<file path="src/rtl/mem_port_arbiter.sv">
// mem_port_arbiter
//   Shares one single-beat memory port between the multicycle core and a
//   loader/debug master. Grants are combinational (req/gnt handshake). Reads
//   return MEM_LAT cycles after grant, and the next grant is allowed in the
//   same cycle as the return. Writes complete in their grant cycle.
//
//   Build option: define MEM_ARB_RR_EN for round-robin arbitration on ties.
//   Without it, the core has fixed priority. A burst counter bounds loader
//   starvation to MAX_BURST consecutive core grants.
//
// Ports
//   clk, reset                          clock, synchronous active-high reset
//   core_req/we/addr/wdata              core request (held until core_gnt)
//   core_gnt, core_rvalid, core_rdata   core grant, read-return pulse, data
//   ldr_req/we/addr/wdata               loader request (held until ldr_gnt)
//   ldr_gnt, ldr_rvalid, ldr_rdata      loader grant, read-return pulse, data
//   mem_addr/we/wdata                   memory command (zero when no grant)
//   mem_rdata                           memory read data
module mem_port_arbiter #(
    parameter int ADDR_W    = 32,
    parameter int DATA_W    = 32,
    parameter int MEM_LAT   = 1,
    parameter int MAX_BURST = 8
) (
    input  logic              clk,
    input  logic              reset,
    input  logic              core_req,
    input  logic              core_we,
    input  logic [ADDR_W-1:0] core_addr,
    input  logic [DATA_W-1:0] core_wdata,
    output logic              core_gnt,
    output logic              core_rvalid,
    output logic [DATA_W-1:0] core_rdata,
    input  logic              ldr_req,
    input  logic              ldr_we,
    input  logic [ADDR_W-1:0] ldr_addr,
    input  logic [DATA_W-1:0] ldr_wdata,
    output logic              ldr_gnt,
    output logic              ldr_rvalid,
    output logic [DATA_W-1:0] ldr_rdata,
    output logic [ADDR_W-1:0] mem_addr,
    output logic              mem_we,
    output logic [DATA_W-1:0] mem_wdata,
    input  logic [DATA_W-1:0] mem_rdata
);
    localparam int LAT_W = (MEM_LAT < 2) ? 1 : $clog2(MEM_LAT + 1);

    typedef enum logic {IDLE, RD_WAIT} state_t;

    state_t           state, state_nxt;
    logic [LAT_W-1:0] lat_cnt, lat_cnt_nxt;
    logic             owner, owner_nxt;   // 0 = core, 1 = loader
    logic             lat_done;
    logic             arb_en;
    logic             pick_ldr;           // tie-break result when both request

    // The last wait cycle doubles as an arbitration cycle for back-to-back reads.
    assign lat_done = (state == RD_WAIT) && (lat_cnt == LAT_W'(MEM_LAT));
    assign arb_en   = !reset && ((state == IDLE) || lat_done);

    assign core_rdata  = mem_rdata;
    assign ldr_rdata   = mem_rdata;
    // Gated by reset so that an outstanding read is dropped silently.
    assign core_rvalid = !reset && lat_done && (owner == 1'b0);
    assign ldr_rvalid  = !reset && lat_done && (owner == 1'b1);

`ifdef MEM_ARB_RR_EN
    logic last_owner;

    // Starts as loader so the core wins the first tie.
    assign pick_ldr = (last_owner == 1'b0);

    always_ff @(posedge clk) begin
        if (reset)
            last_owner <= 1'b1;
        else if (core_gnt || ldr_gnt)
            last_owner <= ldr_gnt;
    end
`else
    localparam int BURST_W = (MAX_BURST < 2) ? 1 : $clog2(MAX_BURST + 1);

    logic [BURST_W-1:0] burst_cnt;

    assign pick_ldr = (burst_cnt == BURST_W'(MAX_BURST));

    // Counts core grants taken while the loader waits; never exceeds MAX_BURST
    // because the loader wins every tie once the bound is reached.
    always_ff @(posedge clk) begin
        if (reset)
            burst_cnt <= '0;
        else if (!ldr_req || ldr_gnt)
            burst_cnt <= '0;
        else if (core_gnt && !pick_ldr)
            burst_cnt <= burst_cnt + 1'b1;
    end
`endif

    always_ff @(posedge clk) begin
        if (reset) begin
            state   <= IDLE;
            lat_cnt <= '0;
            owner   <= 1'b0;
        end else begin
            state   <= state_nxt;
            lat_cnt <= lat_cnt_nxt;
            owner   <= owner_nxt;
        end
    end

    always_comb begin
        core_gnt    = 1'b0;
        ldr_gnt     = 1'b0;
        mem_addr    = '0;
        mem_we      = 1'b0;
        mem_wdata   = '0;
        state_nxt   = state;
        lat_cnt_nxt = lat_cnt;
        owner_nxt   = owner;

        if (arb_en) begin
            if (core_req && ldr_req) begin
                ldr_gnt  = pick_ldr;
                core_gnt = !pick_ldr;
            end else begin
                core_gnt = core_req;
                ldr_gnt  = ldr_req;
            end
        end

        if (core_gnt) begin
            mem_addr  = core_addr;
            mem_we    = core_we;
            mem_wdata = core_wdata;
        end else if (ldr_gnt) begin
            mem_addr  = ldr_addr;
            mem_we    = ldr_we;
            mem_wdata = ldr_wdata;
        end

        if (state == RD_WAIT && !lat_done) begin
            lat_cnt_nxt = lat_cnt + 1'b1;
        end else begin
            state_nxt = IDLE;
            if ((core_gnt || ldr_gnt) && !mem_we) begin
                state_nxt   = RD_WAIT;
                lat_cnt_nxt = LAT_W'(1);
                owner_nxt   = ldr_gnt;
            end
        end
    end
endmodule

</file>
<file path="config.mk">
export PLATFORM = sky130hd
export DESIGN_NAME = mem_port_arbiter
export DESIGN_NICKNAME = d
export VERILOG_FILES = /design/src/rtl/mem_port_arbiter.sv
export SDC_FILE = /design/constraint.sdc
export NUM_CORES = 1
export LEC_CHECK = 0
export CORE_AREA = 4 4 114 116
export DETAILED_ROUTE_END_ITERATION = 10
export DIE_AREA = 0 0 118 120
export PLACE_DENSITY = 0.64
export SETUP_SLACK_MARGIN = 0.15
export SYNTH_ARGS = -nofsm -noshare
export SYNTH_HDL_FRONTEND = slang
export SYNTH_SLANG_ARGS = --single-unit
</file>
<file path="constraint.sdc">
create_clock -name clk -period 1.74 [get_ports clk]
set_clock_uncertainty 0.1 [all_clocks]
set_input_delay 0.261 -clock clk [delete_from_list [all_inputs] [get_ports clk]]
set_output_delay 0.261 -clock clk [all_outputs]
set_load 0.01 [all_outputs]
</file>
==> out/summary.txt, run 1 <==
GPL Wtd Cong -> 0.877
Cell family with most CP delay -> buffers and inverters
Post-route antenna net violation count -> 0
Final net count -> 530
Largest incremental delay on the critical path -> 0.35 ns
Antenna violations before repair -> 0
CP Launch Type -> flop
Reg-to-reg startpoint -> burst_cnt[1]
Yosys warns -> 0
Area Overhead vs Synth -> 131%
Clock buffer depth -> 2
Root cell of the clock tree -> clkbuf_16
Final Cycle Share -> 136%
RSZ-0062 raised after global routing -> true
Deepest level of the CTS H-tree -> 1
Hold Slack -> 0.415 ns
Die X -> 118 µm
Max-slew violations -> 0
Lkg Pwr -> 1.63 nW
Setup crit end kind -> output port
Highest ir drop seen on vdd -> 380 µV
Worst endpoint data arrival time -> 2.01 ns
Final count of hold timing violations -> 0
First-pass GRT wire length -> 13900 µm
DR WL/cell -> 19.0 µm
Cells after synthesis -> 190
Slew HR -> 76.0%
Syn avg cell area -> 8.23 µm²
CP Depth -> 10
DP HPWL -> 6560 µm
Hold Crit Class -> reg -> reg
Reg clk slew, reported paths -> 0.04 ns
Largest net degree at the start of global routing -> 25
Clock latency on the worst-skew pair -> 0.23 ns
Max Freq -> 422 MHz
Worst-path cell chain -> inv_2 -> ha_4 -> nand3b_4 -> a2111oi_4 -> buf_4 -> buf_6 -> buf_12 -> buf_16 -> a22o_1 -> buf_2
Post-synth net total -> 358
Tot GR Track Use -> 12.5%
Total die area -> 14200 µm²
Cell Area, Synth -> 1560 µm²
CORE AREA -> 11900 µm²
Share of layout cells above drive strength 1 -> 36.0%
CTS tree -> yes
Crit Path Class -> reg -> out
DRT Pass-1 Iters -> 4
Crit-path slowest cell -> a2111oi_4
Grt ovf -> 0
Worst path required time -> 1.38 ns
Place WS -> -0.955 ns
Most common cell after layout, fill and taps aside -> clkdlybuf4s50_1
PortBufs -> 202
Worst Reg2Reg Path Length in Cells -> 11
Post-route insts no fill -> 508
WP buf/inv -> 6
Failing checks -> negative setup slack
Total wire length -> 9660 µm
Hold path cells -> 2
Fillers -> 1265
Max cap viols -> 0
Vias in the first global route -> 2368
Row count -> 40
Final WS setup -> -0.630 ns
Synth unique cells -> 27
Commonest non-fill, non-tap cells in the layout -> 131 x clkdlybuf4s50_1, 64 x a22o_1, 61 x buf_2, 19 x buf_4, 16 x buf_6
Reg2reg end -> state
CP Max Fanout -> 8
Final Setup Violations -> 74
Synth Register Bits -> 7
Fin util -> 30.4%
N_diodes -> 0
CTS hold repair buffers -> 0
# IOs -> 299
CTS sink count -> 7
Crit path time final -> 2.37 ns
R2r setup slk -> -0.39 ns
Placed Cells -> 480
Cts bufs inserted -> 3
Worst setup endpoint -> mem_wdata[4]
Vias -> 2169
Setup_tns -> -39.98 ns
Starting Density -> 13.1%
DRC viols -> 0
Pwr Density -> 384 nW/µm²
Vias per inst -> 4.27
Crit path launch -> burst_cnt[1]
Iteration-0 DRC Markers -> 67
Worst slew pin tran -> 0.356 ns
Seq/Total Area, Yosys -> 8.96%
Status -> complete, but fails checks
Die height -> 120 µm
## metal layers
metal / global-route usage [%] / wire [µm]
met5: 0 / 0
met4: 5.27 / 359
met3: 3.91 / 903
met2: 22.9 / 4900
met1: 13.1 / 3500
## metrics by stage
| step | power (mW) | instance area [µm²] |
|---|---|---|
| 2_1_floorplan | 0.554 | 1580 |
| 3_3_place_gp | 0.954 | 3380 |
| 3_5_place_dp | 0.963 | 3380 |
| 4_1_cts | 1.39 | 3600 |
| 5_1_grt | 1.45 | 3620 |
| 6_report | 1.39 | 3620 |
## tightest hold or removal path: stages (launching register included)
cell and delay (ns):
dfxtp_1 0.30, inv_1 0.09, o31ai_1 0.08
## sequential cells by signal, summed over array words and instances, names as in the netlist
signal	count
state	1
burst_cnt	4
owner	1
lat_cnt	1
## where the power goes
group | internal [mW] | leakage, nW | switching (mW)
logic | 0.528 | 1.54 | 0.299
registers | 0.167 | 0.0582 | 0.00261
clock network | 0.305 | 0.0382 | 0.0876
total | 1.00 | 1.63 | 0.389
## synthesized netlist by cell type (all sizes together)
cell	n	area, µm²
buf	78	581
a22o	65	569
dfxtp	7	140
inv	5	18.8
nor2	5	18.8
nor3	4	20.0
a21oi	3	15.0
ha	2	25.0
nand2	2	7.51
nand3	2	10.0
nor2b	2	12.5
xor2	2	17.5
a2111oi	1	27.5
and3	1	6.26
clkbuf	1	3.75
mux2i	1	10.0
nand2b	1	6.26
nand3b	1	20.0
nand4	1	6.26
o211a	1	10.0
o211ai	1	7.51
o31ai	1	7.51
o41ai	1	8.76
or3	1	6.26
xnor2	1	8.76
## kinds of logic (layout without fill, tap and decap cells)
kind of cell | count (synthesis) | after routing | synth area share [%]
fa+ha+maj | 2 | 2 | 1.60
flops | 7 | 7 | 8.96
mux | 1 | 1 | 0.640
buf+inv | 84 | 255 | 38.6
xor+xnor | 3 | 3 | 1.68
simple gates | 20 | 20 | 7.28
compound gates | 73 | 73 | 41.3
## final cells by class
| cell class | instances | area [µm²] | share of cell area (%) |
|---|---|---|---|
| multi-input combinational | 99 | 875 | 24.2 |
| inverter | 5 | 18.8 | 0.519 |
| tap | 147 | 184 | 5.09 |
| sequential | 7 | 143 | 3.94 |
| timing repair buffer | 246 | 2320 | 64.1 |
| clock buffer | 4 | 78.8 | 2.18 |
## timing repair
item                       CTS  global route
gates resized for setup    303            14
pin swaps                   15            12
setup endpoints to repair   76            76
gates cloned                 9             0
hold endpoints to repair     0             0
buffers inserted            13             2
## worst min-delay path by stage
stage,start,to,slack [ns]
floorplan,ldr_req,lat_cnt,0.33
global placement,owner,owner,0.40
detailed placement,owner,owner,0.40
CTS,owner,owner,0.41
global route,mem_rdata[4],core_rdata[4],0.42
finish,owner,owner,0.41
No activity file was read; power rests on OpenSTA's default activity.
==> run 2, diff against run 1 <==
--- a/config.mk
+++ b/config.mk
@@ -8,7 +8,7 @@
 export CORE_AREA = 4 4 114 116
 export DETAILED_ROUTE_END_ITERATION = 10
 export DIE_AREA = 0 0 118 120
-export PLACE_DENSITY = 0.64
+export PLACE_DENSITY_LB_ADDON = 0.1
 export SETUP_SLACK_MARGIN = 0.15
 export SYNTH_ARGS = -nofsm -noshare
 export SYNTH_HDL_FRONTEND = slang
==> out/summary.txt, run 2 (synthesis results as in run 1) <==
Status -> complete, but fails checks
Failing checks -> negative setup slack
Largest net degree at the start of global routing -> 36 (+44%)
PortBufs -> 202 (unchanged)
Total die area -> 14200 µm² (unchanged)
Net Switching -> 377 µW (-3.1%)
Place WS -> -0.911 ns (+0.0436 ns)
Top Metal Used -> met4
Clock network fraction of design power -> 29.2% (+0.9 points)
Reg-to-reg startpoint -> burst_cnt[0]
Crit Path Class -> reg -> out
Reg clk slew, reported paths -> 0.04 ns (about the same)
Internal power -> 997 µW (-0.26%)
Max-slew violations -> 0 (unchanged)
Worst Min Path Start -> mem_rdata[17]
Worst slew pin tran -> 0.343 ns (-0.0132 ns)
Crit path launch -> burst_cnt[0]
Iteration-0 DRC Markers -> 44 (-34%)
CP Max Fanout -> 35 (+27)
Root cell of the clock tree -> clkbuf_16
Setup crit end kind -> output port
Final WS setup -> -0.630 ns (-0.000749 ns)
Cts bufs inserted -> 3 (unchanged)
Final Cycle Share -> 136% (about the same)
Final count of hold timing violations -> 0 (unchanged)
CP Launch Type -> flop
Final Setup Violations -> 70 (-5.4%)
Switching Fraction -> 27.4% (-0.59 points)
Slew HR -> 76.9% (+0.89 points)
First-pass GRT wire length -> 12800 µm (-8.3%)
Clock buffer depth -> 2 (unchanged)
Deepest level of the CTS H-tree -> 1 (unchanged)
Die height -> 120 µm (unchanged)
Largest register FFs -> 4 (unchanged)
Pwr Density -> 382 nW/µm² (-0.65%)
Vias in the first global route -> 2220 (-6.3%)
Max Freq -> 422 MHz (about the same)
Lkg Pwr -> 1.58 nW (-3.6%)
Met2 WL -> 4280 µm (-13%)
Row count -> 40 (unchanged)
WL met1 -> 3350 µm (-4.2%)
N_diodes -> 0 (unchanged)
Max cap viols -> 0 (unchanged)
GPL Wtd Cong -> 0.720 (-18%)
DRT Pass-1 Iters -> 4 (unchanged)
Area Overhead vs Synth -> 130%
Vias -> 2070 (-4.6%)
Die X -> 118 µm (unchanged)
Post-route antenna net violation count -> 0 (unchanged)
Commonest non-fill, non-tap cells in the layout -> 131 x clkdlybuf4s50_1, 65 x a22o_1, 50 x buf_2, 21 x buf_4, 11 x buf_6
Vias per inst -> 4.12 (-3.4%)
Largest register by flop count -> burst_cnt
WL met3 -> 782 µm (-13%)
Highest ir drop seen on vdd -> 223 µV (-41%)
Most common cell after layout, fill and taps aside -> clkdlybuf4s50_1
Combinational power share -> 58.4% (-1.1 points)
Starting Density -> 13.1% (unchanged)
Setup_tns -> -38.40 ns (+1.58 ns)
Antenna violations before repair -> 0 (unchanged)
CTS tree -> yes
Share of layout cells above drive strength 1 -> 35.8% (-0.24 points)
Clock latency on the worst-skew pair -> 0.23 ns (about the same)
Grt ovf -> 0 (unchanged)
DR WL/cell -> 17.2 µm (-9.8%)
Crit path time final -> 2.37 ns (+0.000749 ns)
Reg power frac -> 12.4% (+0.2 points)
Tot GR Track Use -> 11.2% (-1.2 points)
Hold Crit Class -> in -> out
CORE AREA -> 11900 µm² (unchanged)
DP HPWL -> 6370 µm (-3.0%)
# IOs -> 299 (unchanged)
CTS sink count -> 7 (unchanged)
Worst path required time -> 1.38 ns (about the same)
Final net count -> 524 (-1.1%)
RSZ-0062 raised after global routing -> true
DRC viols -> 0 (unchanged)
Worst endpoint data arrival time -> 2.01 ns (about the same)
Total wire length -> 8610 µm (-11%)
[run 2: power by group through the flow]
stage	Sequential (mW)	Combinational [mW]	Clock (mW)
2_1_floorplan	0.174	0.380	0
3_3_place_gp	0.172	0.792	0
3_5_place_dp	0.172	0.791	0
4_1_cts	0.170	0.814	0.405
5_1_grt	0.170	0.859	0.413
6_report	0.170	0.803	0.402
[run 2: worst max-delay path, stage by stage, from the launching register on]
cell	delay (ns)
dfxtp_2	0.31
inv_2	0.06
ha_4	0.14
nand3b_4	0.09
buf_4	0.14
buf_6	0.10
o211a_4	0.25
buf_4	0.15
buf_12	0.16
a22o_1	0.20
buf_2	0.14
[run 2: worst paths after layout]
check	cells past startpoint	end	slack, ns
worst min register to register	2	owner	0.43
worst min-delay path	0	core_rdata[17]	0.42
worst max register to register	11	state	-0.33
worst max-delay path	10	mem_wdata[21]	-0.63
[run 2: timing repair]
item | in CTS | in global routing
resized for setup | 272 | 27
gates cloned | 6 | 0
hold buffers | 0 | 0
pin swaps | 13 | 6
setup endpoints to repair | 76 | 76
hold endpoints to repair | 0 | 0
setup buffers | 7 | 3
[run 2: stage by stage]
stage	power (mW)	area, µm²	instances	hold WS [ns]	util [%]
after floorplan	0.554	1580	190	0.327	-
after global placement	0.964	3420	482	0.414	28.7
after detailed placement	0.964	3420	482	0.418	28.7
after CTS	1.39	3620	499	0.422	30.4
after global routing	1.44	3600	502	0.422	30.2
final	1.37	3600	502	0.422	30.2
[run 2: area by class of cell]
type                       instances  area (µm²)
tap                              147         184
sequential                         7         143
timing repair buffer             240        2290
inverter                           5        18.8
multi-input combinational         99         888
fill                            1288        8310
clock buffer                       4        78.8
[run 2: per-layer routing]
| metal | vias up | GRT usage [%] |
|---|---|---|
| met2 | 134 | 20.1 |
| li1 | 981 | - |
| met3 | 34 | 4.15 |
| met5 | - | 0 |
| met1 | 921 | 12.5 |
| met4 | 0 | 3.30 |
==> patch 1 (settings of run 2) <==
Change the parameter `MEM_LAT` from 1 to 2.
--- a/src/rtl/mem_port_arbiter.sv
+++ b/src/rtl/mem_port_arbiter.sv
@@ -19,7 +19,7 @@
 module mem_port_arbiter #(
     parameter int ADDR_W    = 32,
     parameter int DATA_W    = 32,
-    parameter int MEM_LAT   = 1,
+    parameter int MEM_LAT   = 2,
     parameter int MAX_BURST = 8
 ) (
     input  logic              clk,
Function: changed (a bounded check fails within 4 cycles, from zero or initial values and one cycle with reset high).
==> patch 1 against run 2 <==
  * The flow still finishes with violations (negative setup slack)
  * Sequential cell count grew 1
  * Setup slack gained 0.28 ns
  * Power grew 15%
  * Register-to-register slack gained 0.27 ns
  * Wire length grew 9.1%
  * Combinational power grew 23%
  * Highest routed layer unchanged
  * Area after synthesis grew 28%
  * Cell area grew 16%
  * Hold slack lost 0.0040 ns
  * Via count grew 23%
==> patch 1: results (changes against run 2) <==
outcome finished with violations (unchanged); violated checks negative setup slack (unchanged); slowest stage cell, crit path dfxtp_2 (unchanged); number of global-route vias before repair 2,583 (was 2,220); first-pass GRT wire length 14,000 um (was 12,800 um); Setup-failing EPs final 69 (was 70); P_sw 0.500 mW (was 0.377 mW); Largest regs burst_cnt x4, lat_cnt x2; FFs w/ async S/R, synth 0 (unchanged); clock tree buffer depth 2 (unchanged); GRT Overall Usage 0.121 (was 0.112); Hold Crit Class in -> reg (was in -> out); port bufs 202 (unchanged); DP Area 4020 um2 (was 3420 um2); Max FO, Critical Path 7 (was 35); commonest cells in the netlist nor2_1 (73), buf_4 (64), a22oi_1 (37), a22oi_2 (28), buf_6 (10) (was buf_4 (66), a22o_1 (65), buf_2 (8), dfxtp_1 (7)); Slew HR 0.828 (was 0.769); library cells used by synthesis 31 (was 27); critical path arrival 1.73 ns (was 2.01 ns); VDD IR max 246 uV (was 223 uV); # diodes 0 (unchanged); Vias 2,548 (was 2,070); root buf cell clkbuf_16 (unchanged); DR pass1 iterations 4 (unchanged); DRC viols 0 (unchanged); Nets 612 (was 524); share of layout cells above drive strength 1 0.522 (was 0.358); CTS H-tree lvls 1 (unchanged); Lkg Pwr 1.75 nW (was 1.58 nW); Reg clk slew, reported paths 0.04 ns (about the same); final total power 1.58 mW (was 1.37 mW); antenna violations before repair 0 (unchanged); post-synthesis sequential area ratio 0.0799 (was 0.0896); Syn Nets 441 (was 358); commonest register cell after synthesis dfxtp_1 (unchanged); Critical Path Max Stage Delay 0.31 ns (about the same); Clock Latency Late Sink 0.23 ns (about the same); cts bufs inserted 3 (unchanged); Warnings, synthesis 0 (unchanged); routability congestion estimate 0.719 (was 0.720); WL/cell 16.0 um (was 17.2 um); synth top area cells buf_4 (24%), a22oi_2 (17%), a22oi_1 (14%), nor2_1 (14%), dfxtp_1 (8.0%) (was a22o_1 (36%), buf_4 (32%), dfxtp_1 (9.0%), buf_6 (2.9%), buf_2 (2.6%)); largest net degree at the start of global routing 37 (was 36); Detail Placement HPWL 7320 um (was 6370 um); DR iter-0 viols 63 (was 44); slack of the critical path -0.351 ns (was -0.630 ns)
==> patch 1: path summary, 6_finish.rpt <==
| check | from | end | slack [ns] | depth (start not counted) |
|---|---|---|---|---|
| worst max-delay path | burst_cnt[0]$_SDFFE_PP0P_ | mem_we | -0.35 | 10 |
| worst min-delay path | reset | state$_SDFFE_PP0N_ | 0.42 | 3 |
| worst max register to register | burst_cnt[0]$_SDFFE_PP0P_ | lat_cnt[0]$_SDFFE_PP0P_ | -0.06 | 11 |
| worst min register to register | owner$_SDFFE_PP0P_ | owner$_SDFFE_PP0P_ | 0.45 | 2 |
==> patch 1: per-stage QoR <==
stage | setup slack, ns | hold WS (ns) | instances | setup TNS (ns)
after floorplan | 0.0784 | 0.230 | 272 | 0
after global placement | -0.721 | 0.401 | 564 | -45.61
after detailed placement | -0.740 | 0.422 | 564 | -47.28
after CTS | -0.436 | 0.422 | 583 | -21.69
after global routing | -0.471 | 0.422 | 588 | -25.69
final | -0.351 | 0.418 | 588 | -18.12
==> patch 1: layout make-up <==
class	count	area [um2]
fill	1278	7730
tap	147	184
timing repair buffer	251	2280
clock buffer	3	75.1
multi-input combinational	174	1460
inverter	5	18.8
sequential	8	165
==> patch 1: what timing repair did <==
action	in CTS	in global routing
setup endpoints to repair	76	77
pin swaps	15	21
hold endpoints to repair	0	0
resized for setup	305	20
setup buffers	14	4
gates cloned	2	1
==> patch 1: worst max-delay path: cells and delay by family (launching register included) <==
kind / cells / cell delay [ns]
buffers and inverters: 5 / 0.62
DFF: 1 / 0.31
and+or+nand+nor: 2 / 0.21
AOI/OAI and AO/OA: 2 / 0.21
adders and majority gates: 1 / 0.15
==> patch 1: cells by family (layout without fill, tap and decap cells) <==
logic type	after synthesis	after routing	share of synthesized area
adders and majority gates	3	3	0.0187
and+or+nand+nor	91	91	0.199
buffers and inverters	90	259	0.328
DFF	8	8	0.0799
muxes	2	2	0.00999
AOI/OAI and AO/OA	76	76	0.356
xor gates and xnor gates	2	2	0.00874
==> patch 1: per-layer routing <==
layer,vias up,routed length (um),global-route usage
li1,1234,-,-
met1,1142,3290,0.117
met2,143,4850,0.229
met3,29,964,0.0547
met4,0,294,0.0425
met5,-,0,0
==> patch 1: power groups by stage <==
stage	sequential [mW]	combinational, mW	clock (mW)
after CTS	0.200	0.971	0.397
final	0.201	0.985	0.392
after detailed placement	0.201	0.979	0
after global routing	0.202	1.06	0.409
after global placement	0.201	0.979	0
after floorplan	0.200	0.544	0
==> patch 2 (settings of run 2) <==
Made on the original files. Add a define of `MEM_ARB_RR_EN`.
--- a/src/rtl/mem_port_arbiter.sv
+++ b/src/rtl/mem_port_arbiter.sv
@@ -16,6 +16,8 @@
 //   ldr_gnt, ldr_rvalid, ldr_rdata      loader grant, read-return pulse, data
 //   mem_addr/we/wdata                   memory command (zero when no grant)
 //   mem_rdata                           memory read data
+`define MEM_ARB_RR_EN
+
 module mem_port_arbiter #(
     parameter int ADDR_W    = 32,
     parameter int DATA_W    = 32,
Behaviour: not the same (a bounded check fails within 4 cycles, from zero or initial values and one cycle with reset high).
==> patch 2 against run 2 <==
  * The flow still finishes with violations (negative setup slack)
  * Count of clock-buffer cells in the layout down 1
  * Power up 13%
  * Fmax is 15% higher
  * Wire length increased by 4.5%
  * Cell area fell by 0.97%
  * Area after synthesis shrank 9.4%
  * Synthesized cell count shrank 8.9%
  * Setup slack better by 0.30 ns
  * Sequential cell count is 3 lower
  * Global-route usage grew 0.74 points
  * Critical path type unchanged
==> patch 2: results (changes against run 2) <==
R2R Path End state$_SDFFE_PP0N_ (unchanged); Syn Nets 339 (was 358); post-synthesis sequential area ratio 0.0565 (was 0.0896); Lkg Pwr 1.59 nW (was 1.58 nW); largest net degree at the start of global routing 21 (was 36); slowest stage cell, crit path dfxtp_2 (unchanged); Critical Path Max Stage Delay 0.31 ns (about the same); port bufs 202 (unchanged); outcome finished with violations (unchanged); Fill cells 1,270 (was 1,288); VDD IR max 240 uV (was 223 uV); crit path to mem_addr[25] (was mem_wdata[21]); routability congestion estimate 0.698 (was 0.720); FFs w/ async S/R, synth 0 (unchanged); root buf cell clkbuf_16 (unchanged); # diodes 0 (unchanged); P_sw 0.465 mW (was 0.377 mW); GRT Overall Usage 0.120 (was 0.112); critical path class reg -> out (unchanged); CTS H-tree lvls 1 (unchanged); post-placement cell count 461 (was 482); Slew HR 0.828 (was 0.769); flop-to-flop setup slack 0.24 ns (was -0.33 ns); library cells used by synthesis 25 (was 27); Vias 1,942 (was 2,070); share of layout cells above drive strength 1 0.374 (was 0.358); violated checks negative setup slack (unchanged); synth top area cells a22o_1 (40%), buf_4 (35%), dfxtp_1 (5.7%), buf_6 (4.8%), buf_2 (2.5%) (was a22o_1 (36%), buf_4 (32%), dfxtp_1 (9.0%), buf_6 (2.9%), buf_2 (2.6%)); commonest cells in the netlist buf_4 (66), a22o_1 (64), buf_2 (7), buf_6 (6), dfxtp_1 (4) (was buf_4 (66), a22o_1 (65), buf_2 (8), dfxtp_1 (7)); mean post-synth cell area 8.19 um2 (was 8.23 um2); clock tree buffer depth 2 (unchanged); Max FO, Critical Path 7 (was 35); critical path arrival 1.71 ns (was 2.01 ns); final WL 9000 um (was 8610 um); Setup-failing EPs final 66 (was 70); worst r2r src state$_SDFFE_PP0N_ (was burst_cnt[0]$_SDFFE_PP0P_); Reg clk slew, reported paths 0.03 ns; antenna violations before repair 0 (unchanged); DR pass1 iterations 4 (unchanged); Warnings, synthesis 0 (unchanged); number of global-route vias before repair 2,107 (was 2,220); Clock Latency Late Sink 0.23 ns (about the same); DR iter-0 viols 47 (was 44); R2R cell count 6 (was 11); max cap viols 0 (unchanged); Vias per Instance 3.99 (was 4.12); first-pass GRT wire length 13,300 um (was 12,800 um); commonest register cell after synthesis dfxtp_1 (unchanged); Detail Placement HPWL 6580 um (was 6370 um); Nets 508 (was 524); slack of the critical path -0.327 ns (was -0.630 ns); Hold Crit Class reg -> reg (was in -> out); cts bufs inserted 3 (unchanged); dpl ws -0.905 ns (was -0.911 ns)
==> patch 2: cell type report <==
| class | instances | area [um2] | area share |
|---|---|---|---|
| well taps | 147 | 184 | 0.0516 |
| clock buffers | 3 | 75.1 | 0.0211 |
| inverters | 1 | 3.75 | 0.00105 |
| multi-input cells | 88 | 805 | 0.226 |
| repair buffers | 244 | 2410 | 0.676 |
| flip-flops and latches | 4 | 86.3 | 0.0242 |
==> patch 2: routing by layer <==
layer / GRT usage / wire length [um] / vias to the layer above
li1: - / - / 937
met1: 0.142 / 3560 / 864
met2: 0.212 / 4570 / 127
met3: 0.0405 / 765 / 14
met4: 0.0212 / 104 / 0
met5: 0 / 0 / -
==> patch 2: kinds of logic (layout without fill, tap and decap cells) <==
| kind of cell | after synthesis | in the layout | share of synthesized area |
|---|---|---|---|
| flip-flops | 4 | 4 | 0.0565 |
| AND/OR/NAND/NOR | 17 | 17 | 0.0839 |
| buffers and inverters | 81 | 248 | 0.428 |
| AO/OA/AOI/OAI | 71 | 71 | 0.432 |
==> patch 2: power by group through the flow <==
| stage | sequential (mW) | combinational [mW] | clock, mW |
|---|---|---|---|
| 3_5_place_dp | 0.116 | 0.986 | 0 |
| 5_1_grt | 0.120 | 1.15 | 0.377 |
| 3_3_place_gp | 0.117 | 0.991 | 0 |
| 4_1_cts | 0.118 | 1.07 | 0.372 |
| 6_report | 0.119 | 1.08 | 0.363 |
| 2_1_floorplan | 0.116 | 0.488 | 0 |
==> patch 2: timing repair <==
item	in CTS	in global routing
buffers inserted	12	2
pin swaps	26	17
gates resized for setup	323	10
hold endpoints to repair	0	0
cloned	8	1
endpoints found under the setup margin	72	69
==> patch 2: critical path: cells and delay by family, from the launching register on <==
family	cells	cell delay, ns
buffers and inverters	5	0.64
AOI/OAI and AO/OA	1	0.21
and+or+nand+nor	2	0.31
DFF	1	0.31
==> patch 2: how the worst min path moves through the flow <==
stage               cells after the start                   end  slack, ns          startpoint
floorplan                               2    owner$_SDFFE_PP0P_       0.34              ldr_we
global placement                        2    owner$_SDFFE_PP0P_       0.39  owner$_SDFFE_PP0P_
detailed placement                      2    owner$_SDFFE_PP0P_       0.38  owner$_SDFFE_PP0P_
CTS                                     2    owner$_SDFFE_PP0P_       0.38  owner$_SDFFE_PP0P_
global route                            4  lat_cnt$_SDFFE_PP0P_       0.39            core_req
finish                                  2    owner$_SDFFE_PP0P_       0.37  owner$_SDFFE_PP0P_
==> patch 2: through the flow <==
| stage | setup TNS, ns | cell area, um2 |
|---|---|---|
| after floorplan | 0 | 1440 |
| after global placement | -57.14 | 3230 |
| after detailed placement | -56.75 | 3230 |
| after CTS | -17.03 | 3500 |
| after global routing | -20.57 | 3570 |
| final | -16.10 | 3570 |
